==> src/rtl/usb_data_buffer.sv <==
// usb_data_buffer: endpoint data FIFO shared by the RX engine, TX engine and
// AHB slave. Writers and readers each go through a fixed-priority arbiter
// (RX over AHB for stores, TX over AHB for gets). The block keeps sticky
// overflow/underflow flags, reports arbitration losses as one-cycle pulses,
// and drives an almost-full watermark. rdata is first-word fall-through.
module usb_data_buffer #(
  parameter int DATA_W   = 8,
  parameter int DEPTH    = 64,
  parameter int AFULL_TH = 56,
  localparam int PTR_W   = $clog2(DEPTH),
  localparam int OCC_W   = $clog2(DEPTH) + 1
) (
  input  logic              clk,
  input  logic              n_rst,
  input  logic              clear,
  input  logic              rx_store,
  input  logic [DATA_W-1:0] rx_wdata,
  input  logic              ahb_store,
  input  logic [DATA_W-1:0] ahb_wdata,
  input  logic              tx_get,
  input  logic              ahb_get,
  output logic [DATA_W-1:0] rdata,
  output logic [OCC_W-1:0]  buffer_occupancy,
  output logic              empty,
  output logic              full,
  output logic              almost_full,
  output logic              overflow,
  output logic              underflow,
  output logic              ahb_store_drop,
  output logic              ahb_get_drop
);

  localparam logic [OCC_W-1:0] OCC_MAX = OCC_W'(DEPTH);
  localparam logic [OCC_W-1:0] OCC_AF  = OCC_W'(AFULL_TH);

  logic [DATA_W-1:0] mem [DEPTH];
  logic [PTR_W-1:0]  wr_ptr, rd_ptr;
  logic [PTR_W-1:0]  wr_ptr_next, rd_ptr_next;
  logic [OCC_W-1:0]  occ_next;
  logic [DATA_W-1:0] wdata;
  logic              store_req, get_req;
  logic              is_empty, is_full;
  logic              do_store, do_get;
  logic              ovf_next, unf_next;
  logic              sdrop_next, gdrop_next;

  assign is_empty = (buffer_occupancy == '0);
  assign is_full  = (buffer_occupancy == OCC_MAX);

  // Arbitration, grant qualification and next-state occupancy/pointers/flags.
  // A pop while full frees the slot the same-cycle store refills, so the
  // store is allowed and overflow is not raised. There is no empty bypass.
  always_comb begin
    store_req   = rx_store | ahb_store;
    get_req     = tx_get | ahb_get;
    wdata       = rx_store ? rx_wdata : ahb_wdata;
    do_get      = get_req && !is_empty;
    do_store    = store_req && (!is_full || do_get);
    ovf_next    = overflow | (store_req && is_full && !do_get);
    unf_next    = underflow | (get_req && is_empty);
    sdrop_next  = rx_store & ahb_store;
    gdrop_next  = tx_get & ahb_get;
    wr_ptr_next = wr_ptr;
    rd_ptr_next = rd_ptr;
    occ_next    = buffer_occupancy;

    if (clear) begin
      do_store    = 1'b0;
      do_get      = 1'b0;
      ovf_next    = 1'b0;
      unf_next    = 1'b0;
      sdrop_next  = 1'b0;
      gdrop_next  = 1'b0;
      wr_ptr_next = '0;
      rd_ptr_next = '0;
      occ_next    = '0;
    end else begin
      if (do_store) wr_ptr_next = wr_ptr + PTR_W'(1);
      if (do_get)   rd_ptr_next = rd_ptr + PTR_W'(1);
      case ({do_store, do_get})
        2'b10:   occ_next = buffer_occupancy + OCC_W'(1);
        2'b01:   occ_next = buffer_occupancy - OCC_W'(1);
        default: occ_next = buffer_occupancy;
      endcase
    end
  end

  // Storage array; intentionally not reset.
  always_ff @(posedge clk) begin
    if (do_store) mem[wr_ptr] <= wdata;
  end

  // Control state register; status flags are computed from occ_next so they
  // line up with buffer_occupancy in the same cycle.
  always_ff @(posedge clk or negedge n_rst) begin
    if (!n_rst) begin
      wr_ptr           <= '0;
      rd_ptr           <= '0;
      buffer_occupancy <= '0;
      empty            <= 1'b1;
      full             <= 1'b0;
      almost_full      <= 1'b0;
      overflow         <= 1'b0;
      underflow        <= 1'b0;
      ahb_store_drop   <= 1'b0;
      ahb_get_drop     <= 1'b0;
    end else begin
      wr_ptr           <= wr_ptr_next;
      rd_ptr           <= rd_ptr_next;
      buffer_occupancy <= occ_next;
      empty            <= (occ_next == '0);
      full             <= (occ_next == OCC_MAX);
      almost_full      <= (occ_next >= OCC_AF);
      overflow         <= ovf_next;
      underflow        <= unf_next;
      ahb_store_drop   <= sdrop_next;
      ahb_get_drop     <= gdrop_next;
    end
  end

  // Head entry, zeroed while empty so stale data never leaks out.
  always_comb begin
    rdata = empty ? '0 : mem[rd_ptr];
  end

endmodule

==> config.mk <==
export PLATFORM = sky130hd
export DESIGN_NAME = usb_data_buffer
export DESIGN_NICKNAME = d
export VERILOG_FILES = /design/src/rtl/usb_data_buffer.sv
export SDC_FILE = /design/constraint.sdc
export NUM_CORES = 1
export LEC_CHECK = 0
export ABC_CLOCK_PERIOD_IN_PS = 2700
export CORE_ASPECT_RATIO = 0.75
export CORE_MARGIN = 5
export CORE_UTILIZATION = 50
export DETAILED_ROUTE_END_ITERATION = 6
export PLACE_DENSITY = 0.69
export SYNTH_ARGS = -nofsm -noshare
export SYNTH_HDL_FRONTEND = slang
export SYNTH_SLANG_ARGS = --single-unit
==> constraint.sdc <==
create_clock -name clk -period 2.7 [get_ports clk]
set_input_delay 0.405 -clock clk [delete_from_list [all_inputs] [get_ports clk]]
set_output_delay 0.405 -clock clk [all_outputs]
set_load 0.01 [all_outputs]
==> summary.md <==
| Metric | Value |
|---|---|
| Number of synthesized register bits | `538` |
| Required time of the critical path | `2300 ps` |
| Clock tree from TritonCTS | `built` |
| Count of cells along the worst register-to-register path | `11` |
| Initial standard-cell utilization of the core | `50.9%` |
| Max clock buf depth | `3` |
| Num Clock Sinks | `538` |
| Netlist area before placement | `21600 sq um` |
| Num ports | `45` |
| CTS H-tree depth | `2` |
| Violated checks | `setup timing` |
| Worst setup startpoint | `rd_ptr[0]` |
| Remaining max-slew budget at the tightest pin | `12.9%` |
| Routed wire length per instance | `approximately 24 microns` |
| Yosys warnings | `0` |
| Final antenna diode count | `0` |
| Placed insts | `1783` |
| Maximum clock frequency | `0.300 GHz` |
| Drt drc | `0` |
| R2R Path End | `full` |
| Die span in x | `250 microns` |
| Min cycle time layout | `around 3300 ps` |
| RSZ-0062 raised after global routing | `true` |
| Most frequently used flop master after synthesis | `sky130_fd_sc_hd__edfxtp_1` |
| Syn nets | `1088` |
| Kind of end point of the critical path | `output port` |
| Area share of the largest cell type after synthesis | `71.3%` |
| Placed wire-length estimate after detailed placement | `around 30000 microns` |
| Share of the clock period used by the worst path after layout | `124%` |
| IR drop worst, VDD | `735 uV` |
| Post-route antenna net violation count | `0` |
| Critical Setup Path Class | `reg -> out` |
| Actual transition at the worst max-transition pin | `between 1000 and 1500 ps` |
| Share of post-route cells with drive strength above 1 | `35.2%` |
| Classification of the worst-slack hold path | `in -> async` |
| Pin count of the biggest net entering global routing | `65` |
| Register-to-register path setup slack | `-50 ps` |
| Clock input transition at the sequential cells of the worst setup and hold paths | `60 ps` |
| Crit path DAT | `about 2900 ps` |
| Vias in the first global route | `11200` |
| Number of enable flip-flop cells after synthesis | `between 500 and 600` |
| All-Layer GR Usage | `19.5%` |
| Count of input and output buffers | `44` |
| Clock tree root buffer cell | `sky130_fd_sc_hd__clkbuf_16` |
| Per-instance average area after synthesis | `slightly above 20 sq um` |
| Leakage component of the power | `0.00842 uW` |
| Vias after detailed routing | `11000` |
| Final global-route overflow total | `0` |
| Insertion delay of the later-clocked pin in the worst-skew pair | `560 ps` |
| Fraction of registers with async set or reset after synthesis | `4.83%` |
| Kind of start point of the critical path | `flip-flop` |
| Number of CTS-inserted buffers | `51` |
| Worst Clk Skew | `15.3 ps` |
| Placer congestion estimate | `0.834` |
| Count of cell types in the netlist | `63` |
| Antenna violations before repair | `0` |
| Overall power after layout | `between 20000 and 25000 uW` |
| DRC marker count from the first detailed-route iteration | `1289` |
| Final number of hold-violating endpoints | `0` |
| Cell type with the highest aggregate area in the netlist | `sky130_fd_sc_hd__edfxtp_1` |
| Leading post-synthesis cells by cell area | `sky130_fd_sc_hd__edfxtp_1, sky130_fd_sc_hd__mux4_2, sky130_fd_sc_hd__dfrtp_1, sky130_fd_sc_hd__mux2i_1, sky130_fd_sc_hd__nor2_1` |
| Net count reported at finish | `1302` |
| Post-route non-filler standard cell count | `about 1900` |
| Maximum capacitance violations | `0` |
| Row count | `65` |
| Number of iterations in the first detailed-routing pass | `7` |
| First-pass GRT wire length | `70300 microns` |
| Power density relative to cell area | `a little over 800 nW/um^2` |
| Run status | `complete, but fails checks` |
| Area growth from synthesis to layout | `20.9%` |
| Least setup slack across all paths after layout | `-638 ps` |
| DR vias/cell | `5.86` |
| Full die area | `47400 sq um` |
| Chip height | `190 microns` |
| Top fanout value on the critical path | `6` |
| # hold bufs at CTS | `0` |
| Cell count after synthesis | `~1100` |
| Final number of setup-violating endpoints | `9` |
| Area of the core region | `42400 sq um` |
| Worst hold margin | `approximately 300 ps` |
| Launch instance of the worst register-to-register path | `buffer_occupancy[5]` |
| Share of the yosys chip area belonging to registers | `74.4%` |
| DRT Wirelength | `45800 microns` |
| Max-slew violation count | `0` |
through the flow:
stage               setup TNS [ps]  instance area [sq um]  setup slack (ps)  util (%)
floorplan                    -88.9                  21600             -61.0         -
global placement            -80730                  24000              -415      56.6
detailed placement          -94150                  24000              -478      56.6
CTS                          -5010                  25900              -640      61.2
global route                 -5550                  26000              -715      61.5
finish                       -4870                  26000              -638      61.5
critical path, stage by stage (launching register included):
cell and delay, ps:
sky130_fd_sc_hd__dfrtp_4 510, sky130_fd_sc_hd__buf_6 150, sky130_fd_sc_hd__buf_12 130, sky130_fd_sc_hd__buf_12 120, sky130_fd_sc_hd__mux4_2 440, sky130_fd_sc_hd__mux4_2 520
sky130_fd_sc_hd__nand2b_4 160, sky130_fd_sc_hd__nand3_2 100, sky130_fd_sc_hd__o21ai_4 90, sky130_fd_sc_hd__buf_6 140
power breakdown:
group	switching, uW	leakage, uW	internal [uW]	total [uW]
Clock	2910	0.000793	4010	6910
Combinational	2460	0.00268	2800	5260
Sequential	96.6	0.00495	9320	9410
Total	5460	0.00842	16100	21600
how the worst max path moves through the flow:
stage | slack [ps] | end
2_1_floorplan | -60 | full
3_3_place_gp | -410 | rdata[6]
3_5_place_dp | -480 | empty
4_1_cts | -640 | rdata[4]
5_1_grt | -720 | rdata[3]
6_report | -640 | rdata[3]
what timing repair did:
item,4_1_cts,5_1_grt
setup buffers,13,1
endpoints found under the setup margin,10,91
gates cloned,1,1
resized for setup,80,21
pin swaps,11,4
metal layers:
layer | GRT usage [%] | up-vias | routed length, microns
li1 | - | 4778 | -
met1 | 30.2 | 5750 | 20600
met2 | 28.6 | 428 | 20600
met3 | 4.65 | 65 | 3890
met4 | 4.28 | 0 | 813
met5 | 0 | - | 0
cells in the final DEF (no fill, tap or decap), types with 5 or more instances in the layout:
master / Yosys / final
sky130_fd_sc_hd__clkinv_1: 0 / 15
sky130_fd_sc_hd__nor2_1: 81 / 80
sky130_fd_sc_hd__dfrtp_1: 25 / 22
sky130_fd_sc_hd__nor2b_1: 8 / 7
sky130_fd_sc_hd__and3_1: 5 / 5
sky130_fd_sc_hd__a21oi_1: 5 / 5
sky130_fd_sc_hd__buf_12: 0 / 24
sky130_fd_sc_hd__xnor2_1: 8 / 8
sky130_fd_sc_hd__nand3_1: 19 / 12
sky130_fd_sc_hd__a22oi_1: 25 / 16
sky130_fd_sc_hd__a22oi_2: 0 / 9
sky130_fd_sc_hd__nand2b_4: 0 / 7
sky130_fd_sc_hd__nand2_1: 21 / 21
sky130_fd_sc_hd__clkbuf_16: 0 / 54
sky130_fd_sc_hd__clkinv_2: 0 / 7
sky130_fd_sc_hd__mux2i_1: 51 / 46
sky130_fd_sc_hd__mux4_2: 136 / 136
sky130_fd_sc_hd__clkdlybuf4s50_1: 0 / 36
sky130_fd_sc_hd__o21ai_4: 0 / 5
sky130_fd_sc_hd__mux2_2: 8 / 8
sky130_fd_sc_hd__nand3_2: 1 / 5
sky130_fd_sc_hd__nor3_1: 13 / 12
sky130_fd_sc_hd__clkbuf_1: 24 / 6
sky130_fd_sc_hd__xor2_1: 6 / 6
sky130_fd_sc_hd__buf_4: 2 / 144
sky130_fd_sc_hd__buf_6: 3 / 16
sky130_fd_sc_hd__edfxtp_1: 512 / 512
logic make-up after synthesis:
group | synth area share (%)
buffers and inverters | 1.39
AND/OR/NAND/NOR | 4.51
adder cells (fa/ha/maj) | 0.174
AO/OA/AOI/OAI | 1.92
XOR/XNOR | 0.569
flip-flops | 74.4
multiplexers | 17.1
cells in the mapped netlist (2+ instances only):
master	count
sky130_fd_sc_hd__buf_4	2
sky130_fd_sc_hd__and3_1	5
sky130_fd_sc_hd__xor2_1	6
sky130_fd_sc_hd__a22oi_1	25
sky130_fd_sc_hd__o21ai_1	8
sky130_fd_sc_hd__nor3_1	13
sky130_fd_sc_hd__dfrtp_1	25
sky130_fd_sc_hd__xnor2_1	8
sky130_fd_sc_hd__nand2_1	21
sky130_fd_sc_hd__a21oi_1	5
sky130_fd_sc_hd__clkbuf_1	24
sky130_fd_sc_hd__or3_1	3
sky130_fd_sc_hd__or2_2	2
sky130_fd_sc_hd__or2_1	2
sky130_fd_sc_hd__nor2_1	81
sky130_fd_sc_hd__mux4_2	136
sky130_fd_sc_hd__and2_1	3
sky130_fd_sc_hd__nand2b_1	10
sky130_fd_sc_hd__edfxtp_1	512
sky130_fd_sc_hd__buf_6	3
sky130_fd_sc_hd__and4_1	2
sky130_fd_sc_hd__a211oi_1	2
sky130_fd_sc_hd__nand3b_1	4
sky130_fd_sc_hd__nand4_1	3
sky130_fd_sc_hd__a31oi_1	2
sky130_fd_sc_hd__buf_1	14
sky130_fd_sc_hd__o21ai_0	2
sky130_fd_sc_hd__nand3_1	19
sky130_fd_sc_hd__buf_2	20
sky130_fd_sc_hd__ha_1	3
sky130_fd_sc_hd__mux2i_1	51
sky130_fd_sc_hd__nor2b_1	8
sky130_fd_sc_hd__mux2_2	8
flip-flops by register name, summed over array words and instances, names as in the netlist:
| register | cells |
|---|---|
| ahb_get_drop | 1 |
| overflow | 1 |
| underflow | 1 |
| buffer_occupancy | 7 |
| mem | 512 |
| rd_ptr | 6 |
| almost_full | 1 |
| wr_ptr | 6 |
| empty | 1 |
| ahb_store_drop | 1 |
| full | 1 |
layout make-up:
type | instances | area (sq um)
fillers | 2946 | 16300
flip-flops and latches | 538 | 16000
multi-input cells | 459 | 5510
repair buffers | 225 | 2170
clock buffers | 62 | 1390
well taps | 569 | 712
clock inverters | 27 | 220
inverters | 1 | 3.75
Power figures use the tool's default switching activity.
